File: config.mk
export PLATFORM = sky130hd
export DESIGN_NAME = video_timing_gen
export DESIGN_NICKNAME = d
export VERILOG_FILES = /design/src/rtl/video_timing_gen.sv
export SDC_FILE = /design/constraint.sdc
export NUM_CORES = 1
export LEC_CHECK = 0
export CAP_MARGIN = 10
export CELL_PAD_IN_SITES_DETAIL_PLACEMENT = 0
export CELL_PAD_IN_SITES_GLOBAL_PLACEMENT = 1
export CORE_MARGIN = 2
export CORE_UTILIZATION = 39
export CTS_BUF_LIST = sky130_fd_sc_hd__clkbuf_16
export CTS_CLUSTER_SIZE = 12
export DETAILED_ROUTE_END_ITERATION = 8
export PLACE_DENSITY_LB_ADDON = 0.1
export SYNTH_ARGS = -nofsm -noshare
export SYNTH_HDL_FRONTEND = slang
export SYNTH_SLANG_ARGS = --single-unit
export TNS_END_PERCENT = 10
File: constraint.sdc
create_clock -name clk -period 4.5 [get_ports clk]
set_input_delay 0.45 -clock clk [delete_from_list [all_inputs] [get_ports clk]]
set_output_delay 0.45 -clock clk [all_outputs]
set_load 0.01 [all_outputs]
File: src/rtl/video_timing_gen.sv
// Parametrised raster timing generator: walks cx/cy over the full frame and
// presents one registered beat at a time under a valid/ready handshake.
// Optional build macro VTG_LINE_IRQ_EN adds a per-frame line-compare pulse.
module video_timing_gen #(
    parameter int H_ACTIVE = 1280,
    parameter int H_FP     = 110,
    parameter int H_SYNC   = 40,
    parameter int H_BP     = 220,
    parameter int V_ACTIVE = 720,
    parameter int V_FP     = 5,
    parameter int V_SYNC   = 5,
    parameter int V_BP     = 20,
    parameter bit HS_POL   = 1'b1,
    parameter bit VS_POL   = 1'b1,
    parameter int CW       = 16
) (
    input  logic          clk,
    input  logic          reset,
    input  logic          enable,
    input  logic          ready,
    output logic          valid,
    output logic          data_enable,
    output logic          hsync,
    output logic          vsync,
    output logic          sof,
    output logic          eol,
    output logic [CW-1:0] cx,
    output logic [CW-1:0] cy,
    output logic [CW-1:0] screen_width,
    output logic [CW-1:0] frame_width
`ifdef VTG_LINE_IRQ_EN
    ,
    input  logic [CW-1:0] line_cmp,
    output logic          line_irq
`endif
);

    localparam int H_TOTAL = H_ACTIVE + H_FP + H_SYNC + H_BP;
    localparam int V_TOTAL = V_ACTIVE + V_FP + V_SYNC + V_BP;

    localparam logic [CW-1:0] H_ACT_C  = CW'(H_ACTIVE);
    localparam logic [CW-1:0] V_ACT_C  = CW'(V_ACTIVE);
    localparam logic [CW-1:0] H_LAST   = CW'(H_TOTAL - 1);
    localparam logic [CW-1:0] V_LAST   = CW'(V_TOTAL - 1);
    localparam logic [CW-1:0] HS_START = CW'(H_ACTIVE + H_FP);
    localparam logic [CW-1:0] HS_END   = CW'(H_ACTIVE + H_FP + H_SYNC);
    localparam logic [CW-1:0] VS_START = CW'(V_ACTIVE + V_FP);
    localparam logic [CW-1:0] VS_END   = CW'(V_ACTIVE + V_FP + V_SYNC);

    typedef enum logic {IDLE, RUN} state_t;

    state_t        state;
    state_t        state_next;
    logic          accept;
    logic          run_next;
    logic [CW-1:0] cx_next;
    logic [CW-1:0] cy_next;
    logic          de_next;
    logic          hs_next;
    logic          vs_next;
    logic          sof_next;
    logic          eol_next;

    // Handshake: a beat transfers on a rising edge where valid && ready. While
    // valid is high and ready is low, every beat output holds; valid only
    // falls in the cycle after an accepted beat.
    assign valid        = (state == RUN);
    assign accept       = valid && ready;
    assign screen_width = H_ACT_C;
    assign frame_width  = CW'(H_TOTAL);

    always_ff @(posedge clk or negedge reset) begin
        if (!reset) begin
            state <= IDLE;
        end else begin
            state <= state_next;
        end
    end

    always_comb begin
        state_next = state;
        case (state)
            IDLE: if (enable) state_next = RUN;
            RUN:  if (ready && !enable) state_next = IDLE;
        endcase
    end

    // Position and flags for the beat presented next cycle; flags are forced
    // inactive whenever that cycle will not carry a valid beat.
    always_comb begin
        cx_next = cx;
        cy_next = cy;
        if (accept) begin
            if (cx == H_LAST) begin
                cx_next = '0;
                cy_next = (cy == V_LAST) ? '0 : cy + CW'(1);
            end else begin
                cx_next = cx + CW'(1);
            end
        end
        run_next = (state_next == RUN);
        de_next  = run_next && (cx_next < H_ACT_C) && (cy_next < V_ACT_C);
        hs_next  = (run_next && (cx_next >= HS_START) && (cx_next < HS_END)) ? HS_POL : ~HS_POL;
        vs_next  = (run_next && (cy_next >= VS_START) && (cy_next < VS_END)) ? VS_POL : ~VS_POL;
        sof_next = run_next && (cx_next == '0) && (cy_next == '0);
        eol_next = run_next && (cx_next == H_LAST);
    end

    always_ff @(posedge clk or negedge reset) begin
        if (!reset) begin
            cx          <= '0;
            cy          <= '0;
            data_enable <= 1'b0;
            hsync       <= ~HS_POL;
            vsync       <= ~VS_POL;
            sof         <= 1'b0;
            eol         <= 1'b0;
        end else begin
            cx          <= cx_next;
            cy          <= cy_next;
            data_enable <= de_next;
            hsync       <= hs_next;
            vsync       <= vs_next;
            sof         <= sof_next;
            eol         <= eol_next;
        end
    end

`ifdef VTG_LINE_IRQ_EN
    // cy never reaches V_TOTAL, so out-of-range compare values cannot fire.
    always_ff @(posedge clk or negedge reset) begin
        if (!reset) begin
            line_irq <= 1'b0;
        end else begin
            line_irq <= accept && (cx == '0) && (cy == line_cmp);
        end
    end
`endif

endmodule

**Word level (Yosys, flattened, before mapping)**

Cells that the tools add are included.

- Mux-type cells: 10
- Multipliers: 0
- Divide/modulo/power cells: 0
- Equality and inequality tests: 3
- Add/sub/neg operators: 2
- Reduce and logical (&&, ||, !) cells: 14
- Shift-type cells: 0
- Order comparisons: 6
- Bitwise logic cells: 1

Operators with widths:

| cell | number |
|---|---|
| 16-bit two-way mux | 5 |
| 16-bit by 1-bit adder with 16-bit output, second input constant | 2 |
| 16-bit by 11-bit equality test with 1-bit output, second input constant | 2 |
| 16-bit zero test | 2 |
| 16-bit by 10-bit less-than comparator with 1-bit output, second input constant | 2 |
| 16-bit by 11-bit less-than comparator with 1-bit output, second input constant | 2 |
| 16-bit by 10-bit equality test with 1-bit output, second input constant | 1 |
| 16-bit by 10-bit >= comparator with 1-bit output, second input constant | 1 |
| 16-bit by 11-bit >= comparator with 1-bit output, second input constant | 1 |
| 1-bit logical AND | 11 |
| 1-bit two-way mux | 4 |
| 1-bit one-hot mux with 2 select lines | 1 |
| 1-bit zero test | 1 |
| 1-bit NOT | 1 |

- Output and inout port bits: 70
- Bits in writable memories: 0
- Bits in latches: 0
- Flip-flop bits (word level): 38
- Bits of input ports: 4
- Logic and storage cells: 44
- Bits in read-only memories: 0
- Memories: 0

**Depth between registers and ports, before layout**

Gate-level depths: netlist of the first run.

- Word-level depth: 8
- Mapped depth: 12
- Depth with buffers taken out: 11

**Least setup slack after synthesis of the first run**

OpenSTA, ideal clock, no wires.

- Kind: register -> register
- Start: reg cx[1]
- End: reg vsync
- Setup slack: 1.533 ns
- Cell stages (with the launch flop): 10
- Path buffers: 0
- Setup time: 0.111 ns
- Arrival time: 2.856 ns
- Period minus slack after synthesis: 2.967 ns
- Required time: 4.389 ns
- Cells stage by stage: dfrtp_1 inv_1 ha_1 nor4b_2 nand4_2 nor4_1 mux2_2 or4_1 or3_4 a2111oi_2

- Word-level cells in the longest chain between the ends: 7
- Elaborated cells on any way between the ends: 8
- Classes of those cells: 2 x order compare; 1 x eq/ne; 3 x mux; 2 x reduce/logical

Ends and longest elaborated chain:

| element | line | text |
|---|---|---|
| from (decl) | 27 | `output logic [CW-1:0] cx,` |
| from (signal assigned) | 119 | `cx <= cx_next;` |
| 16-bit by 11-bit equality test with 1-bit output * | 94 | `if (cx == H_LAST) begin` |
| 16-bit two-way mux * | 94 |  |
| 16-bit two-way mux * | 93 | `if (accept) begin` |
| net cy_next[13] | 57 | `logic [CW-1:0] cy_next;` |
| 16-bit by 10-bit >= comparator with 1-bit output | 104 | `vs_next = (run_next && (cy_next >= VS_START) && (cy_next < VS_END)) ? VS_POL : ~VS_POL;` |
| 1-bit logical AND | 104 |  |
| 1-bit logical AND * | 104 |  |
| 1-bit two-way mux * | 104 |  |
| net vs_next | 60 | `logic vs_next;` |
| to (signal assigned) | 115 | `vsync <= ~VS_POL;` |
| to (signal assigned) | 123 | `vsync <= vs_next;` |
| to (decl) | 24 | `output logic vsync,` |

The timed path passes the listed nets; every way through them passes the cells marked *.

**Worst setup path after layout of the first run**

- Start: reg cx[8]
- End: reg vsync

The elaborated chain is that of the path after synthesis.

==> metrics, run 1 <==
outcome finished clean; CP Depth 7; postcts setup bufs 0; # IOs 74; reg2reg setup slack between 1 and 1.5 ns; register area share after synthesis 0.3677; DIE AREA 0.007299 mm²; Critical-path top delay cell or4_1; most numerous cell in the Yosys netlist dfrtp_1; Clock Tree Buf Depth 2; layout cells sized above 1 0.07911; Leak 1.368 nW; Core Region 0.006386 mm²; Worst path max stage delay 0.58 ns; Post-DP HPWL approximately 4900 µm; starting density of the core 0.4050; Routed Wire Length 6495 µm; delay-heaviest family, CP simple AND/OR/NAND/NOR gates; kind of critical path reg -> reg; CTS tree yes; Clock Sinks 38; CTS root buf clkbuf_16; H-tree depth 2; clock slew at reported path FFs about 0.060 ns; unrepaired setup endpoints after global routing no; fill count 611; number of enable flip-flop cells after synthesis 0; R2R cell count 7; Via-to-Cell Ratio approximately 5.5; CP Buf/Inv Count 0; CP arrival 3.58 ns; Worst Hold Class in -> async; nature of the critical path startpoint flip-flop; Final Setup Violations 0; total power 1.050 mW; Yosys reg bits 38; final hold vios 0; Main synth FF type dfrtp_1; Netlist cell types 49; TritonCTS buffer count 5; Synth Warn # 0; fin worst setup slack around 1.1 ns; Critical Path RT 4.67 ns; pre-CTS worst setup slack ~0.91 ns; routability cong. 0.7917; hold_buf cts 0; ANT cells 0; first-pass GRT wire length 10710 µm; nets@finish 323; DRT iter0 DRCs 154; area share of the largest cell type after synthesis 0.3677; die width about 85 µm; vias in the first global route 2044; CP max FO 12; worst-skew pair later-pin latency 0.28 ns; critical-path cell list nor4_4 > nand4_2 > nor4_1 > mux2_2 > or4_1 > or3_4 > a2111oi_2; Remaining Overflow, GRT 0; maxcap violations 0; Fin Hold WS 0.2630 ns; Tmin final between 3 and 4 ns; initial antenna violation count 0; pwr dens about 340 mW/mm²; PortBufs 41; Worst VDD drop 0.1861 mV; Post-synth top cells 38 x dfrtp_1, 32 x buf_4, 15 x nand2_1, 15 x nand4_1, 14 x xor2_1; post-route ant nets 0; DR WL/cell around 17 µm; leading area contributor after synthesis dfrtp_1; Mapped Area approximately 0.0026 mm²; Post-CTS Resized 0; count of final max-slew check failures 0; pin count of the biggest net entering global routing 39; utilization after layout 0.4886; first drt pass iteration count 4; area delta synth->final 20.66%; Site Rows 29; Post-Synthesis Cells 276; DRC viols 0; FMAX approximately 0.29 GHz; worst slew pin tran about 0.84 ns; Synth area leaders dfrtp_1 37%, buf_4 9.3%, xor2_1 4.7%; async set-reset flop share out of synthesis 1.000; Die Span Y 85.44 µm; Slew HR 0.4410; setup TNS 0 ns; Tot GR Track Use 0.1846; vias 2157; syn_area_per_cell 9.370 µm²; period utilization 0.7569; Clock Skews 0.01030 ns; crit path capture type flip-flop
## cell families after synthesis
logic type / after synthesis / synth area share
buffers and inverters: 51 / 0.1248
muxes: 3 / 0.01258
AOI/OAI and AO/OA: 35 / 0.09483
other: 2 / 0.002904
xor gates and xnor gates: 23 / 0.07789
adders and majority gates: 4 / 0.01935
and+or+nand+nor: 120 / 0.3000
DFF: 38 / 0.3677
## power by group
part	switching [mW]	internal, mW	leakage, nW
clock	0.143	0.318	0.0940
sequential	0.0407	0.364	0.490
combinational	0.104	0.0795	0.784
## placed cells by master (no fill, tap or decap), types with 11 or more instances in the layout
master / count
nand2_1: 15
xor2_1: 14
nand4_1: 15
dfrtp_1: 38
clkdlybuf4s50_1: 40
nand3_1: 13
inv_1: 11
nor4_1: 11
conb_1: 32
nor2_1: 13
## routing by layer
| layer | routed length [µm] | global-route usage | up-vias |
|---|---|---|---|
| met5 | 0 | 0 | - |
| met4 | 41 | 0.04329 | 0 |
| met3 | 290 | 0.03113 | 4 |
| met2 | 2969 | 0.2777 | 58 |
| met1 | 3193 | 0.2768 | 1058 |
| li1 | - | - | 1037 |
## registers in the layout, summed over array words and instances (netlist names)
| name | cells |
|---|---|
| valid | 1 |
| vsync | 1 |
| hsync | 1 |
| cy | 16 |
| data_enable | 1 |
| eol | 1 |
| sof | 1 |
| cx | 16 |
## cell type report
type	instances	area (µm²)	share of cell area
clock inverter	3	68.82	0.02205
tap	77	96.34	0.03087
clock buffer	5	125.1	0.04010
timing repair buffer	42	412.9	0.1323
multi-input combinational	217	1425	0.4567
sequential	38	950.9	0.3047
inverter	11	41.29	0.01323
## worst register-to-register path: stages, from the launching register on
cell and delay (ns):
dfrtp_1 0.53, nor4_4 0.39, nand4_2 0.36, nor4_1 0.40, mux2_2 0.38, or4_1 0.58
or3_4 0.37, a2111oi_2 0.28
## path summary, 6_finish.rpt
check                           startpoint      to
worst min-delay path                 reset  cx[12]
worst max-delay path                 cx[8]   vsync
worst min register to register      cy[15]  cy[15]
worst max register to register       cx[8]   vsync
min in group clk                    cy[15]  cy[15]
max in group asynchronous            reset   cx[8]
## stage by stage
| step | std cells | area [µm²] |
|---|---|---|
| finish | 393 | 3120 |
| global route | 393 | 3120 |
| CTS | 393 | 3120 |
| detailed placement | 385 | 2927 |
| global placement | 385 | 2927 |
| floorplan | 306 | 2699 |
No activity file was read; power rests on OpenSTA's default activity.
==> inputs of run 2 (changes only) <==
Settings changed: CORE_UTILIZATION 39 to 32.
Clock period 4.5 ns to 3.1 ns, I/O delays scaled along.
==> metrics, run 2 (same netlist as run 1, synthesis figures left out) <==
CTS tree yes; Worst path max stage delay 0.56 ns; routability cong. approximately 0.79; # IOs 74; clock slew at reported path FFs 0.06 ns; pin count of the biggest net entering global routing 39; Final Setup Violations 0; die width between 90 and 100 µm; starting density of the core 0.3330; vias 2311; area delta synth->final 32.70%; area occupied by multi-input gates between 0.001 and 0.0015 mm²; nature of the critical path startpoint input pin; Clock Tree Buf Depth 2; Worst Hold Class in -> async; Combinational Power Share 0.260; Critical Path RT ~3.3 ns; maxcap violations 0; CTS root buf clkbuf_16; P_sw 0.4319 mW; nets@finish about 360; Worst VDD drop ~0.22 mV; Slew HR 0.4107; start of the worst register-to-register path cy[1]; TritonCTS buffer count 5; Tmin final 2.946 ns; Non-Filler Instances 456; FMAX roughly 0.34 GHz; Tot GR Track Use 0.1735; Clock Skews 0.006200 ns; utilization after layout 0.4418; first-pass GRT wire length 11850 µm; initial antenna violation count 0; Routed Wire Length 7271 µm; period utilization 0.9502; vias in the first global route 2230; P_int ~1 mW; Die Span Y 93.90 µm; Leak 1.536 nW; Site Rows 32; Via-to-Cell Ratio roughly 5.1; Fin Hold WS 0.1484 ns; dpl cells between 400 and 500; DIE AREA 0.008817 mm²; critical-path cell list clkdlybuf4s50_1 > nand2_1 > or3_1 > nor4_2 > mux2_2 > or4_4 > or3_4 > nor4_2; Post-DP HPWL 5494 µm; Core Region roughly 0.0078 mm²; fill count 783; kind of critical path in -> reg; layout cells sized above 1 0.1864; final hold vios 0; PortBufs between 40 and 50; DRC viols 0; Critical-path top delay cell or4_4; Sw Ratio 0.3049; dpl cell area 0.003236 mm²; DR WL/cell 15.95 µm; pwr dens 412.7 mW/mm²; CP max FO 2; ANT cells 0; most frequent cells in the layout 40 x clkdlybuf4s50_1, 38 x dfrtp_1, 38 x buf_4; CP arrival 3.13 ns; count of final max-slew check failures 0; R2R cell count 7; worst-skew pair later-pin latency around 0.29 ns; post-route ant nets 0; DRT iter0 DRCs between 100 and 150; H-tree depth 2; worst slew pin tran 0.8839 ns; sequential share of power 0.390; cell mode on critical path nor4_2; most common cell after layout, fill and taps aside clkdlybuf4s50_1; Finished Cell Area around 0.0034 mm²; unrepaired setup endpoints after global routing no; reg2reg end sof; crit path capture type flip-flop; total power 1.416 mW; reg2reg setup slack approximately 0.17 ns; first drt pass iteration count 4; outcome finished clean; Clock Sinks 38; Remaining Overflow, GRT 0; largest registers cx: 16 flops, cy: 16 flops; Clock power frac 0.351; FF+latch area ~950 µm²
[run 2: metal layers]
| metal | routed length (µm) | global-route usage |
|---|---|---|
| met4 | 115 | 0.06039 |
| met2 | 3154 | 0.2530 |
| met1 | 3685 | 0.2615 |
| met3 | 316 | 0.02247 |
| met5 | 0 | 0 |
[run 2: layout make-up]
type,count,area share
clock buffers,5,0.03646
well taps,102,0.03719
inverters,11,0.01203
clock inverters,3,0.004739
flip-flops and latches,38,0.2771
repair buffers,80,0.2045
multi-input cells,217,0.4280
[run 2: power by group through the flow]
stage	combinational, mW	clock (mW)	sequential, mW
after global routing	0.410	0.529	0.555
after floorplan	0.165	0	0.599
final	0.368	0.497	0.552
after CTS	0.370	0.514	0.551
after detailed placement	0.362	0	0.556
after global placement	0.361	0	0.555
[run 2: how the worst max path moves through the flow]
stage	startpoint	to	slack, ns	cells past startpoint
after floorplan	cx[1]	vsync	0.13	9
after global placement	ready	vsync	-0.04	8
after detailed placement	ready	vsync	-0.08	8
after CTS	cx[1]	vsync	0.007	9
after global routing	cx[2]	sof	0.04	8
final	ready	sof	0.15	8
[run 2: worst max-delay path: cells and delay by family]
kind,cells,cell delay [ns]
mux,1,0.37
buf+inv,1,0.48
simple gates,6,1.96
[run 2: what timing repair did]
action / 4_1_cts / 5_1_grt
hold buffers: 0 / 0
endpoints found under the setup margin: 2 / 2
gates resized for setup: 1 / 6
buffers inserted: 0 / 1
pin swaps: 0 / 2
[run 2: per-stage QoR]
stage,TNS (ns),setup slack [ns]
after CTS,0,0.006508
after global routing,0,0.04059
final,0,0.1543
after floorplan,0,0.1329
after global placement,-0.05316,-0.03858
after detailed placement,-0.1349,-0.07972
==> inputs of run 3 (changes only) <==
Settings changed: CORE_MARGIN 2 to not set.
==> metrics, run 3 (same netlist as run 1, synthesis figures left out) <==
outcome finished clean; start of the worst register-to-register path cx[1]; initial antenna violation count 0; total power 1.588 mW; Routed Wire Length approximately 7300 µm; clock slew at reported path FFs ~0.060 ns; utilization after layout 0.4475; Worst VDD drop 0.3122 mV; pin count of the biggest net entering global routing 39; first drt pass iteration count 4; R2R cell count 9; Site Rows 32; CTS tree yes; Slew HR 0.3991; DRC viols 0; reg2reg end vsync; CP max FO 2; DRT iter0 DRCs 94; most frequent cells in the layout 40 x clkdlybuf4s50_1, 38 x dfrtp_1, 38 x buf_4; Remaining Overflow, GRT 0; dpl cell area 0.003243 mm²; layout cells sized above 1 0.1864; pre-CTS worst setup slack -0.08214 ns; most common cell after layout, fill and taps aside clkdlybuf4s50_1; routability cong. roughly 0.8; DR WL/cell 16.06 µm; CTS root buf clkbuf_16; largest registers cx: 16 flops, cy: 16 flops; Final Setup Violations 0; area occupied by multi-input gates approximately 0.0015 mm²; pwr dens 457.0 mW/mm²; TritonCTS buffer count 5; vias in the first global route between 2k and 2.5k; hold_buf cts 0; final hold vios 0; critical-path cell list inv_1 > ha_2 > nor4b_4 > nand4_2 > nor4_4 > mux2_4 > or4_4 > or3_4 > a2111oi_2; nets@finish between 300 and 400; nature of the critical path startpoint flip-flop; Core Region 0.007767 mm²; maxcap violations 0; die width 91.90 µm; H-tree depth 2; area delta synth->final 34.40%; FMAX 0.3382 GHz; Worst path max stage delay 0.55 ns; Via-to-Cell Ratio 5.086; Leak 1.579 nW; PortBufs 41; Tot GR Track Use 0.1829; FF+latch area 950.9 µm²; Clock Sinks 38; Critical-path top delay cell or4_4; period utilization 0.9538; first-pass GRT wire length 12050 µm; Worst Hold Class in -> async; Tmin final 2.957 ns; count of final max-slew check failures 0; kind of critical path reg -> reg; vias ~2.3k; Clock Skews between 0.004 and 0.005 ns; crit path capture type flip-flop; Critical Path RT about 3.3 ns; Fin Hold WS 0.1553 ns; # IOs 74; Finished Cell Area 0.003476 mm²; postcts setup bufs 0; fill count 781; Clock Tree Buf Depth 2; fin worst setup slack about 0.14 ns; worst slew pin tran 0.9013 ns; CP arrival 3.13 ns; unrepaired setup endpoints after global routing yes; ANT cells 0; worst-skew pair later-pin latency 0.28 ns; DIE AREA 0.008446 mm²; post-route ant nets 0; reg2reg setup slack 0.14 ns; Post-DP HPWL roughly 5600 µm; starting density of the core 0.3330; Die Span Y 91.90 µm
-- run 3: cell types whose count changed in the layout (fill, tap and decap cells not counted), sizes merged --
cell,before,now
clkinvlp,1,0
bufinv,0,2
clkinv,2,1
-- run 3: stage by stage --
| stage | instances | TNS, ns |
|---|---|---|
| after floorplan | 306 | 0 |
| after CTS | 456 | 0 |
| after global placement | 448 | -0.02028 |
| final | 456 | 0 |
| after global routing | 456 | -0.03166 |
| after detailed placement | 448 | -0.1289 |
-- run 3: layout make-up --
type / count / share of cell area
sequential: 38 / 0.2736
clock inverter: 3 / 0.01836
inverter: 11 / 0.01188
tap: 102 / 0.03672
multi-input combinational: 217 / 0.4215
timing repair buffer: 80 / 0.2019
clock buffer: 5 / 0.03600
-- run 3: repair_timing --
action	4_1_cts	5_1_grt
gates cloned	0	0
setup endpoints to repair	2	3
endpoints found under the hold margin	0	0
pin swaps	0	2
gates resized for setup	2	6
-- run 3: power breakdown --
part           switching (mW)  internal, mW  leakage, nW  total, mW
logic                   0.203         0.170        0.997      0.373
clock network           0.201         0.458       0.0915      0.659
registers              0.0277         0.529        0.490      0.556
total                   0.432          1.16         1.58       1.59
-- run 3: worst max-delay path: cells and delay by family (launching register included) --
kind	cells	cell delay (ns)
compound gates	1	0.27
fa+ha+maj	1	0.17
buf+inv	1	0.06
flops	1	0.37
mux	1	0.34
simple gates	5	1.65
-- run 3: worst max path at each step --
stage / from / slack [ns] / end
5_1_grt: cx[1] / -0.02 / vsync
6_report: cx[1] / 0.14 / vsync
2_1_floorplan: cx[1] / 0.13 / vsync
3_3_place_gp: ready / -0.02 / vsync
3_5_place_dp: ready / -0.08 / vsync
4_1_cts: cx[1] / 0.02 / vsync
-- run 3: layer usage --
| layer | GRT usage | up-vias | part of all wire |
|---|---|---|---|
| li1 | - | 1112 | - |
| met1 | 0.2781 | 1137 | 0.52 |
| met2 | 0.2687 | 66 | 0.43 |
| met3 | 0.02902 | 4 | 0.038 |
| met4 | 0.04297 | 0 | 0.0081 |
| met5 | 0 | - | 0 |
